==> src/rtl/mem_port_arbiter_pkg.sv <==
// Shared types and limits for the Ram port arbiter.
package mem_arb_pkg;

   typedef enum logic [1:0] {
      OWNER_NONE,
      OWNER_IF,
      OWNER_LS
   } MemOwner;

   typedef enum logic {
      ARB_IDLE,
      ARB_WAIT
   } ArbState;

   // Longest supported Ram read latency; sizes the return-pipe counter.
   localparam int unsigned MAX_MEM_LATENCY = 4;

endpackage

==> src/rtl/mem_port_arbiter_if.sv <==
// Fetch, load/store and Ram bus signals shared between the arbiter and its neighbours.
interface mem_port_arbiter_if #(
   parameter int unsigned ADDR_W = 32,
   parameter int unsigned DATA_W = 32
);
   logic              if_req;
   logic [ADDR_W-1:0] if_addr;
   logic              if_gnt;
   logic              if_rvalid;
   logic [DATA_W-1:0] if_rdata;

   logic              ls_req;
   logic              ls_we;
   logic [ADDR_W-1:0] ls_addr;
   logic [DATA_W-1:0] ls_wdata;
   logic              ls_gnt;
   logic              ls_rvalid;
   logic [DATA_W-1:0] ls_rdata;

   logic [ADDR_W-1:0] mem_addr;
   logic              mem_we;
   logic [DATA_W-1:0] mem_wdata;
   logic [DATA_W-1:0] mem_rdata;

   // Arbiter side.
   modport slave (
      input  if_req, if_addr, ls_req, ls_we, ls_addr, ls_wdata, mem_rdata,
      output if_gnt, if_rvalid, if_rdata, ls_gnt, ls_rvalid, ls_rdata,
             mem_addr, mem_we, mem_wdata
   );

   // Requester / Ram side.
   modport master (
      output if_req, if_addr, ls_req, ls_we, ls_addr, ls_wdata, mem_rdata,
      input  if_gnt, if_rvalid, if_rdata, ls_gnt, ls_rvalid, ls_rdata,
             mem_addr, mem_we, mem_wdata
   );
endinterface

==> src/rtl/mem_port_arbiter_read_return_pipe.sv <==
// Tracks the single outstanding read and routes captured Ram data to its owner.
module read_return_pipe
   import mem_arb_pkg::*;
#(
   parameter int unsigned DATA_W      = 32,
   parameter int unsigned MEM_LATENCY = 1
) (
   input  logic              clk,
   input  logic              rst_n,
   input  logic              issue,
   input  MemOwner           issue_owner,
   input  logic [DATA_W-1:0] mem_rdata,
   output logic              wait_done,
   output logic              if_rvalid,
   output logic [DATA_W-1:0] if_rdata,
   output logic              ls_rvalid,
   output logic [DATA_W-1:0] ls_rdata
);
   localparam int unsigned CNT_W = $clog2(MAX_MEM_LATENCY + 1);

   logic [CNT_W-1:0] lat_q;
   MemOwner          owner_q;
   logic             capture;
   MemOwner          cap_owner;

   // Ram data is captured in the issue cycle for latency 1, else when the count reaches 1.
   always_comb begin
      capture   = 1'b0;
      cap_owner = OWNER_NONE;
      if (MEM_LATENCY == 1) begin
         capture   = issue;
         cap_owner = issue_owner;
      end else if (lat_q == CNT_W'(1)) begin
         capture   = 1'b1;
         cap_owner = owner_q;
      end
   end

   assign wait_done = (lat_q == CNT_W'(1));

   // Latency countdown and owner tag for the read in flight.
   always_ff @(posedge clk or negedge rst_n) begin
      if (!rst_n) begin
         lat_q   <= '0;
         owner_q <= OWNER_NONE;
      end else if (issue && (MEM_LATENCY > 1)) begin
         lat_q   <= CNT_W'(MEM_LATENCY - 1);
         owner_q <= issue_owner;
      end else if (lat_q != '0) begin
         lat_q <= lat_q - CNT_W'(1);
         if (lat_q == CNT_W'(1)) owner_q <= OWNER_NONE;
      end
   end

   // One-cycle rvalid pulse and held rdata for the owning port only.
   always_ff @(posedge clk or negedge rst_n) begin
      if (!rst_n) begin
         if_rvalid <= 1'b0;
         ls_rvalid <= 1'b0;
         if_rdata  <= '0;
         ls_rdata  <= '0;
      end else begin
         if_rvalid <= capture && (cap_owner == OWNER_IF);
         ls_rvalid <= capture && (cap_owner == OWNER_LS);
         if (capture && (cap_owner == OWNER_IF)) if_rdata <= mem_rdata;
         if (capture && (cap_owner == OWNER_LS)) ls_rdata <= mem_rdata;
      end
   end
endmodule

==> src/rtl/mem_port_arbiter.sv <==
// Shares the single-port Ram between instruction fetch and load/store with a starvation guard.
module mem_port_arbiter
   import mem_arb_pkg::*;
#(
   parameter int unsigned ADDR_W       = 32,
   parameter int unsigned DATA_W       = 32,
   parameter int unsigned MEM_LATENCY  = 1,
   parameter int unsigned STARVE_LIMIT = 3
) (
   input logic               clk,
   input logic               rst_n,
   mem_port_arbiter_if.slave bus
);
   ArbState    state_q, state_d;
   logic [3:0] starve_q;
   logic       if_gnt, ls_gnt, read_issue, wait_done;
   MemOwner    issue_owner;

   // State register.
   always_ff @(posedge clk or negedge rst_n) begin
      if (!rst_n) state_q <= ARB_IDLE;
      else        state_q <= state_d;
   end

   // Stay idle for stores and latency-1 reads; otherwise wait out the read.
   always_comb begin
      state_d = state_q;
      unique case (state_q)
         ARB_IDLE: if (read_issue && (MEM_LATENCY > 1)) state_d = ARB_WAIT;
         ARB_WAIT: if (wait_done) state_d = ARB_IDLE;
         default:  state_d = ARB_IDLE;
      endcase
   end

   // Grant selection and Ram bus drive from the winner.
   always_comb begin
      if_gnt = 1'b0;
      ls_gnt = 1'b0;
      if (state_q == ARB_IDLE) begin
         if (bus.if_req && bus.ls_req) begin
            if (starve_q == 4'(STARVE_LIMIT)) if_gnt = 1'b1;
            else                              ls_gnt = 1'b1;
         end else begin
            if_gnt = bus.if_req;
            ls_gnt = bus.ls_req;
         end
      end
      read_issue  = if_gnt || (ls_gnt && !bus.ls_we);
      issue_owner = if_gnt ? OWNER_IF : (ls_gnt ? OWNER_LS : OWNER_NONE);
      if (if_gnt) begin
         bus.mem_addr  = bus.if_addr;
         bus.mem_we    = 1'b0;
         bus.mem_wdata = '0;
      end else if (ls_gnt) begin
         bus.mem_addr  = bus.ls_addr;
         bus.mem_we    = bus.ls_we;
         bus.mem_wdata = bus.ls_wdata;
      end else begin
         bus.mem_addr  = '0;
         bus.mem_we    = 1'b0;
         bus.mem_wdata = '0;
      end
   end

   assign bus.if_gnt = if_gnt;
   assign bus.ls_gnt = ls_gnt;

   // Counts LS grants that bypass a waiting fetch, saturating at the limit.
   always_ff @(posedge clk or negedge rst_n) begin
      if (!rst_n)                        starve_q <= '0;
      else if (!bus.if_req || if_gnt)    starve_q <= '0;
      else if (ls_gnt && (starve_q != 4'(STARVE_LIMIT)))
                                         starve_q <= starve_q + 4'd1;
   end

   read_return_pipe #(
      .DATA_W      (DATA_W),
      .MEM_LATENCY (MEM_LATENCY)
   ) u_ret (
      .clk         (clk),
      .rst_n       (rst_n),
      .issue       (read_issue),
      .issue_owner (issue_owner),
      .mem_rdata   (bus.mem_rdata),
      .wait_done   (wait_done),
      .if_rvalid   (bus.if_rvalid),
      .if_rdata    (bus.if_rdata),
      .ls_rvalid   (bus.ls_rvalid),
      .ls_rdata    (bus.ls_rdata)
   );
endmodule
==> src/flat_wrapper.sv <==
// flat-port wrapper written by rule: the top's interface ports become plain ports
module mem_port_arbiter_flat import mem_arb_pkg::*;
#(
   parameter int unsigned ADDR_W       = 32,
   parameter int unsigned DATA_W       = 32,
   parameter int unsigned MEM_LATENCY  = 1,
   parameter int unsigned STARVE_LIMIT = 3
)
  (clk, rst_n, bus_if_req, bus_if_addr, bus_ls_req, bus_ls_we, bus_ls_addr, bus_ls_wdata, bus_mem_rdata, bus_if_gnt, bus_if_rvalid, bus_if_rdata, bus_ls_gnt, bus_ls_rvalid, bus_ls_rdata, bus_mem_addr, bus_mem_we, bus_mem_wdata);
  mem_port_arbiter_if #(.ADDR_W(ADDR_W), .DATA_W(DATA_W)) bus_i ();
  input logic clk;
  input logic rst_n;
  input wire logic [$bits(bus_i.if_req)-1:0] bus_if_req;
  input wire logic [$bits(bus_i.if_addr)-1:0] bus_if_addr;
  input wire logic [$bits(bus_i.ls_req)-1:0] bus_ls_req;
  input wire logic [$bits(bus_i.ls_we)-1:0] bus_ls_we;
  input wire logic [$bits(bus_i.ls_addr)-1:0] bus_ls_addr;
  input wire logic [$bits(bus_i.ls_wdata)-1:0] bus_ls_wdata;
  input wire logic [$bits(bus_i.mem_rdata)-1:0] bus_mem_rdata;
  output wire logic [$bits(bus_i.if_gnt)-1:0] bus_if_gnt;
  output wire logic [$bits(bus_i.if_rvalid)-1:0] bus_if_rvalid;
  output wire logic [$bits(bus_i.if_rdata)-1:0] bus_if_rdata;
  output wire logic [$bits(bus_i.ls_gnt)-1:0] bus_ls_gnt;
  output wire logic [$bits(bus_i.ls_rvalid)-1:0] bus_ls_rvalid;
  output wire logic [$bits(bus_i.ls_rdata)-1:0] bus_ls_rdata;
  output wire logic [$bits(bus_i.mem_addr)-1:0] bus_mem_addr;
  output wire logic [$bits(bus_i.mem_we)-1:0] bus_mem_we;
  output wire logic [$bits(bus_i.mem_wdata)-1:0] bus_mem_wdata;
  assign bus_i.if_req = bus_if_req;
  assign bus_i.if_addr = bus_if_addr;
  assign bus_i.ls_req = bus_ls_req;
  assign bus_i.ls_we = bus_ls_we;
  assign bus_i.ls_addr = bus_ls_addr;
  assign bus_i.ls_wdata = bus_ls_wdata;
  assign bus_i.mem_rdata = bus_mem_rdata;
  assign bus_if_gnt = bus_i.if_gnt;
  assign bus_if_rvalid = bus_i.if_rvalid;
  assign bus_if_rdata = bus_i.if_rdata;
  assign bus_ls_gnt = bus_i.ls_gnt;
  assign bus_ls_rvalid = bus_i.ls_rvalid;
  assign bus_ls_rdata = bus_i.ls_rdata;
  assign bus_mem_addr = bus_i.mem_addr;
  assign bus_mem_we = bus_i.mem_we;
  assign bus_mem_wdata = bus_i.mem_wdata;
  mem_port_arbiter #(.ADDR_W(ADDR_W), .DATA_W(DATA_W), .MEM_LATENCY(MEM_LATENCY), .STARVE_LIMIT(STARVE_LIMIT)) u_core (.clk(clk), .rst_n(rst_n), .bus(bus_i));
endmodule
==> config.mk <==
export PLATFORM = sky130hd
export DESIGN_NAME = mem_port_arbiter_flat
export DESIGN_NICKNAME = d
export VERILOG_FILES = /design/src/rtl/mem_port_arbiter_pkg.sv /design/src/rtl/mem_port_arbiter_if.sv /design/src/rtl/mem_port_arbiter_read_return_pipe.sv /design/src/rtl/mem_port_arbiter.sv /design/src/flat_wrapper.sv
export SDC_FILE = /design/constraint.sdc
export NUM_CORES = 1
export LEC_CHECK = 0
export CAP_MARGIN = 20
export CORE_MARGIN = 1.5
export CORE_UTILIZATION = 32
export DETAILED_ROUTE_END_ITERATION = 16
export PLACE_DENSITY = 0.78
export SETUP_SLACK_MARGIN = 0.5
export SLEW_MARGIN = 20
export SYNTH_ARGS = -nofsm -noshare
export SYNTH_HDL_FRONTEND = slang
export SYNTH_HIERARCHICAL = 1
export SYNTH_SLANG_ARGS = --single-unit
==> constraint.sdc <==
create_clock -name clk -period 2.3 [get_ports clk]
set_clock_uncertainty 0.1 [all_clocks]
set_input_delay 0.345 -clock clk [delete_from_list [all_inputs] [get_ports clk]]
set_output_delay 0.345 -clock clk [all_outputs]
set_load 0.01 [all_outputs]
### After elaboration in Yosys (flattened, before gate mapping)

Index checks and enable logic that the tools add are counted.

| storage, ports and cells | value |
|---|---|
| bits in registers | 74 |
| output and inout port bits | 133 |
| logic and storage cells | 43 |

| operators by class | value |
|---|---|
| add/sub/neg operators | 2 |
| equal/unequal tests | 5 |
| muxes and demuxes | 18 |
| reductions and logical operators | 11 |

Operator list:

| kind | number |
|---|---|
| 32-bit 2-to-1 mux | 4 |
| 1-bit 2-to-1 mux | 10 |
| 4-bit 2-to-1 mux | 2 |
| 1-bit logical AND | 5 |
| 4-bit by 1-bit adder with 4-bit output (second input constant) | 1 |
| 4-bit by 2-bit equality test with 1-bit output (second input constant) | 1 |
| 2-bit 2-to-1 mux | 2 |
| 4-bit by 2-bit inequality test with 1-bit output (second input constant) | 1 |
| 3-bit by 1-bit equality test with 1-bit output (second input constant) | 1 |
| 3-bit nonzero test | 1 |
| 3-bit by 1-bit subtractor with 3-bit output (second input constant) | 1 |
| 2-bit by 1-bit equality test with 1-bit output (second input constant) | 1 |
| 2-bit equality test (second input constant) | 1 |
| 1-bit logical NOT | 2 |
| 1-bit logical OR | 2 |
| 2-bit nonzero test | 1 |

### Depth between registers and ports, before layout

| depth | value |
|---|---|
| depth in word-level cells | 8 |
| depth in mapped cells | 9 |

### Modules after synthesis

The synthesis kept the hierarchy.

By module, submodules not included:

| module | times used | cells each | area an instance (µm²) | sequential area each (µm²) |
|---|---|---|---|---|
| read_return_pipe | 1 | 154 | 2,871.5 | 1,726.7 |
| mem_port_arbiter | 1 | 104 | 860.8 | 125.1 |

### Worst setup path before layout

Ideal clock, no wire load.

| timing path | value |
|---|---|
| path kind | register to register |
| start | register u_core.starve_q[0] |
| end | register u_core.u_ret.ls_rdata[10] |
| arrival | 2,292 ps |
| data required time | 2,075 ps |
| slack | -217 ps |
| cell stages (with the launch flop) | 9 |
| buffers on the path | 2 |
| period minus slack after synthesis | 2,517 ps |
| cells stage by stage | dfrtp_1 > ha_1 > or3b_4 > a211oi_4 > buf_6 > a21o_2 > nand3b_4 > buf_6 > mux2_4 |

| between the ends | value |
|---|---|
| elaborated cells on any way between the ends | 13 |
| classes of those cells | eq/ne (2); mux (8); reduce/logical (3) |

RTL lines:

| what | line | RTL |
|---|---|---|
| from (decl) | mem_port_arbiter.sv:15 | `logic [3:0] starve_q;` |
| from (signal assigned) | mem_port_arbiter.sv:73 | `starve_q <= starve_q + 4'd1;` |
| 4-bit by 2-bit equality test with 1-bit output | mem_port_arbiter.sv:41 | `if (starve_q == 4'(STARVE_LIMIT)) if_gnt = 1'b1;` |
| 1-bit 2-to-1 mux | mem_port_arbiter.sv:41 |  |
| 1-bit 2-to-1 mux | mem_port_arbiter.sv:40 | `if (bus.if_req && bus.ls_req) begin` |
| 1-bit 2-to-1 mux | mem_port_arbiter.sv:39 | `if (state_q == ARB_IDLE) begin` |
| net bus_if_gnt | flat_wrapper.sv:20 | `output wire logic [$bits(bus_i.if_gnt)-1:0] bus_if_gnt;` |
| 1-bit logical OR | mem_port_arbiter.sv:48 | `read_issue = if_gnt \|\| (ls_gnt && !bus.ls_we);` |
| net u_core.read_issue | mem_port_arbiter.sv:16 | `logic if_gnt, ls_gnt, read_issue, wait_done;` |
| 1-bit logical AND | mem_port_arbiter_read_return_pipe.sv:66 | `if (capture && (cap_owner == OWNER_LS)) ls_rdata <= mem_rdata;` |
| to (signal assigned) | mem_port_arbiter_read_return_pipe.sv:66 |  |
| to (decl) | mem_port_arbiter_read_return_pipe.sv:17 | `output logic [DATA_W-1:0] ls_rdata` |

The timed path passes the listed nets, and every way through them passes these cells.
A chain may end at the register's enable or synchronous reset.

### Final worst setup path

| timing path | value |
|---|---|
| start | register u_core.starve_q[0] |
| end | register u_core.u_ret.if_rdata[14] |

| between the ends | value |
|---|---|
| elaborated cells on any way between the ends | 13 |
| classes of those cells | eq/ne (2); mux (8); reduce/logical (3) |

RTL lines:

| what | line | RTL |
|---|---|---|
| 4-bit by 2-bit equality test with 1-bit output * | mem_port_arbiter.sv:41 |  |
| 1-bit 2-to-1 mux | mem_port_arbiter.sv:41 |  |
| 1-bit 2-to-1 mux | mem_port_arbiter.sv:40 |  |
| 1-bit 2-to-1 mux | mem_port_arbiter.sv:39 |  |
| 1-bit logical AND | mem_port_arbiter.sv:48 |  |
| 1-bit logical OR * | mem_port_arbiter.sv:48 |  |
| net u_core.read_issue | mem_port_arbiter.sv:16 |  |
| 1-bit logical AND * | mem_port_arbiter_read_return_pipe.sv:65 | `if (capture && (cap_owner == OWNER_IF)) if_rdata <= mem_rdata;` |
| to (signal assigned) | mem_port_arbiter_read_return_pipe.sv:65 |  |
| to (decl) | mem_port_arbiter_read_return_pipe.sv:15 | `output logic [DATA_W-1:0] if_rdata,` |

Mark *: on every way through the listed nets, which the timed path passes. The rest lies on a longest branch.

==> flow_summary.toml <==
[drt]
final_antenna_net_count = 0
wire_per_inst_um = 21.7
viasPerCell = 4.80
detail_route.first_pass.iterations = 4
drc = 0
wl_um = 16200
vias = 3584
first_iter_violations = 182

[sta]
period_needed_ps = 2690
maxSlewViolCount = 0
finalHoldViolCount = 0
tightest_slew_ps = 527
slew_headroom = 0.649
setup_violations = 133
period_share = 1.17
rsz0062_at_grt = "true"
max_freq_ghz = 0.371
setup_tns_ps = -41690
fin_ws_ps = -394

[placement]
pre_cts_ws_ps = -383
dp_hpwl_um = 11200
io_buffers = 265
gp_congestion = 1.05

[status]
violations = "setup timing"
outcome = "finished with violations"

[yosys]
synth_area_leaders = "dfrtp_1, mux2_4, and2_1"
yosys.area.top_type = "dfrtp_1"
yosysSeqAreaShare = 0.496
netlist_area_mm2 = 0.00373
synth_top_area_frac = 0.496
syn-num-nets = 395
synth-edff-count = 0
async_reset_ff_frac = 1.00
synth.distinct_cells = 29
ys_ff_latch = 74
synth.avg_cell_area_um2 = 14.5
ys.flop_type = "dfrtp_1"
yosys_warnings = 6
syn_inst = 258

[final_layout]
final_util = 0.707
area_growth_syn_to_layout_pct = 116
insertedDiodeCount = 0
drive_above_1_share = 0.465
final_common_cell = "clkdlybuf4s50_1"
nNetsFinal = 737
final_cell_mix = "clkdlybuf4s50_1, buf_6, dfrtp_1"

[worst_setup_path]
arrival_ps = 2800
cp-start-kind = "flop"
path_max_fanout = 6
cp.required_ps = 2410
worstSetupEndpointType = "flop"
criticalPathCategory = "flop to flop"

[cts]
cts_tree = "built"
cts_root_buf = "clkbuf_16"
cts_max_level = 3
insertion_delay_ps = 320
numCtsBuffers = 9
cts.clk_slew.worst_paths_ps = 50
cts.sink_count = 74
cts_max_path_buffers = 2

[floorplan]
fp.dieH_um = 111
die_area_mm2 = 0.0123
start_util = 0.327
num_rows = 39
core_area_mm2 = 0.0114
die_w_um = 111
ios = 266

[pwr]
vdd_drop_max_v = 0.000586
total_power_uw = 5260
powerDensity_mw_per_mm2 = 652
clockPowerShare = 0.285
p_sw_uw = 1330
power.internal_uw = 3930
power_frac_seq = 0.330
leakage_uw = 0.00389
swShare = 0.253
p_comb_frac = 0.385

[global_routing]
grt_pass1_wl_um = 24100
grt_pass1_vias = 3971
antenna_found_initial = 0
grt_max_degree = 53
grt_use_total = 0.258
grt_overflow_total = 0

[flow_run]
drv_cap = 0

[hold_path]
min_path_type = "flop to flop"
## logic make-up after synthesis
| group | count (synthesis) | synth area share |
|---|---|---|
| AOI/OAI and AO/OA | 41 | 0.0989 |
| xor gates and xnor gates | 2 | 0.00469 |
| adders and majority gates | 4 | 0.0134 |
| buffers and inverters | 22 | 0.0416 |
| DFF | 74 | 0.496 |
| muxes | 66 | 0.257 |
| and+or+nand+nor | 49 | 0.0882 |
## power groups by stage
stage	Sequential, uW	Combinational, uW	Clock (uW)
3_3_place_gp	1740	1780	0
5_1_grt	1770	2110	1580
6_report	1740	2020	1500
3_5_place_dp	1740	1800	0
4_1_cts	1740	1980	1530
2_1_floorplan	1860	580	0
## stage by stage
step                      instance area (um^2)  hold slack (ps)  instances
final                                     8070              407        747
after floorplan                           3790            -50.6        258
after global placement                    6740              254        675
after detailed placement                  6740              256        675
after global routing                      8070              417        747
after CTS                                 7810              413        735
## repair_timing
| action | CTS | global route |
|---|---|---|
| endpoints found under the setup margin | 134 | 135 |
| endpoints found under the hold margin | 22 | 0 |
| gates resized for setup | 378 | 36 |
| hold buffers | 1 | 0 |
| pin swaps | 25 | 16 |
| cloned | 11 | 1 |
| buffers inserted | 33 | 11 |
## per-layer routing
| metal | GRT usage | part of all wire | wire (um) |
|---|---|---|---|
| met1 | 0.276 | 0.35 | 5740 |
| met2 | 0.467 | 0.53 | 8580 |
| met3 | 0.0798 | 0.077 | 1260 |
| met4 | 0.109 | 0.040 | 650 |
| met5 | 0 | 0 | 0 |
## cell usage after synthesis (all sizes together), types with 3 or more instances
master and count:
nor2 3, dfrtp 74, nor2b 3, buf 13, mux2 65, and2 33
a21oi 3, a22o 32, clkbuf 3, ha 4, inv 6
## worst paths after layout
| kind | start | end | slack [ps] | cells past startpoint |
|---|---|---|---|---|
| worst min register to register | u_core/u_ret/if_rdata[18] | u_core/u_ret/if_rdata[18] | 410 | 1 |
| min in group asynchronous | rst_n | u_core/u_ret/ls_rdata[15] | 450 | 2 |
| max in group asynchronous | rst_n | u_core/u_ret/ls_rdata[4] | 1000 | 3 |
| worst max register to register | u_core/starve_q[0] | u_core/u_ret/if_rdata[14] | -390 | 12 |
| worst max-delay path | u_core/starve_q[0] | u_core/u_ret/if_rdata[14] | -390 | 12 |
| worst min-delay path | u_core/u_ret/if_rdata[18] | u_core/u_ret/if_rdata[18] | 410 | 1 |
## worst max-delay path: stages, from the launching register on
cell and delay [ps]:
dfrtp_1 360, ha_2 190, or3b_4 400, a211oi_4 250, buf_6 140, buf_6 90
buf_6 90, buf_6 110, a21o_4 110, nand3b_4 120, buf_12 160, buf_12 130
mux2_4 300
## state kept, by name (all words and copies together) (netlist names)
register	count
u_core/u_ret/if_rvalid	1
u_core/u_ret/if_rdata	32
u_core/state_q	1
u_core/u_ret/lat_q	3
u_core/starve_q	4
u_core/u_ret/ls_rvalid	1
u_core/u_ret/ls_rdata	32
## layout make-up
type | count | area (um^2)
clock inverter | 2 | 60.1
timing repair buffer | 347 | 3740
sequential | 74 | 1850
fill | 783 | 3350
inverter | 6 | 22.5
tap | 143 | 179
multi-input combinational | 162 | 1960
clock buffer | 13 | 260
Power figures use the tool's default switching activity.
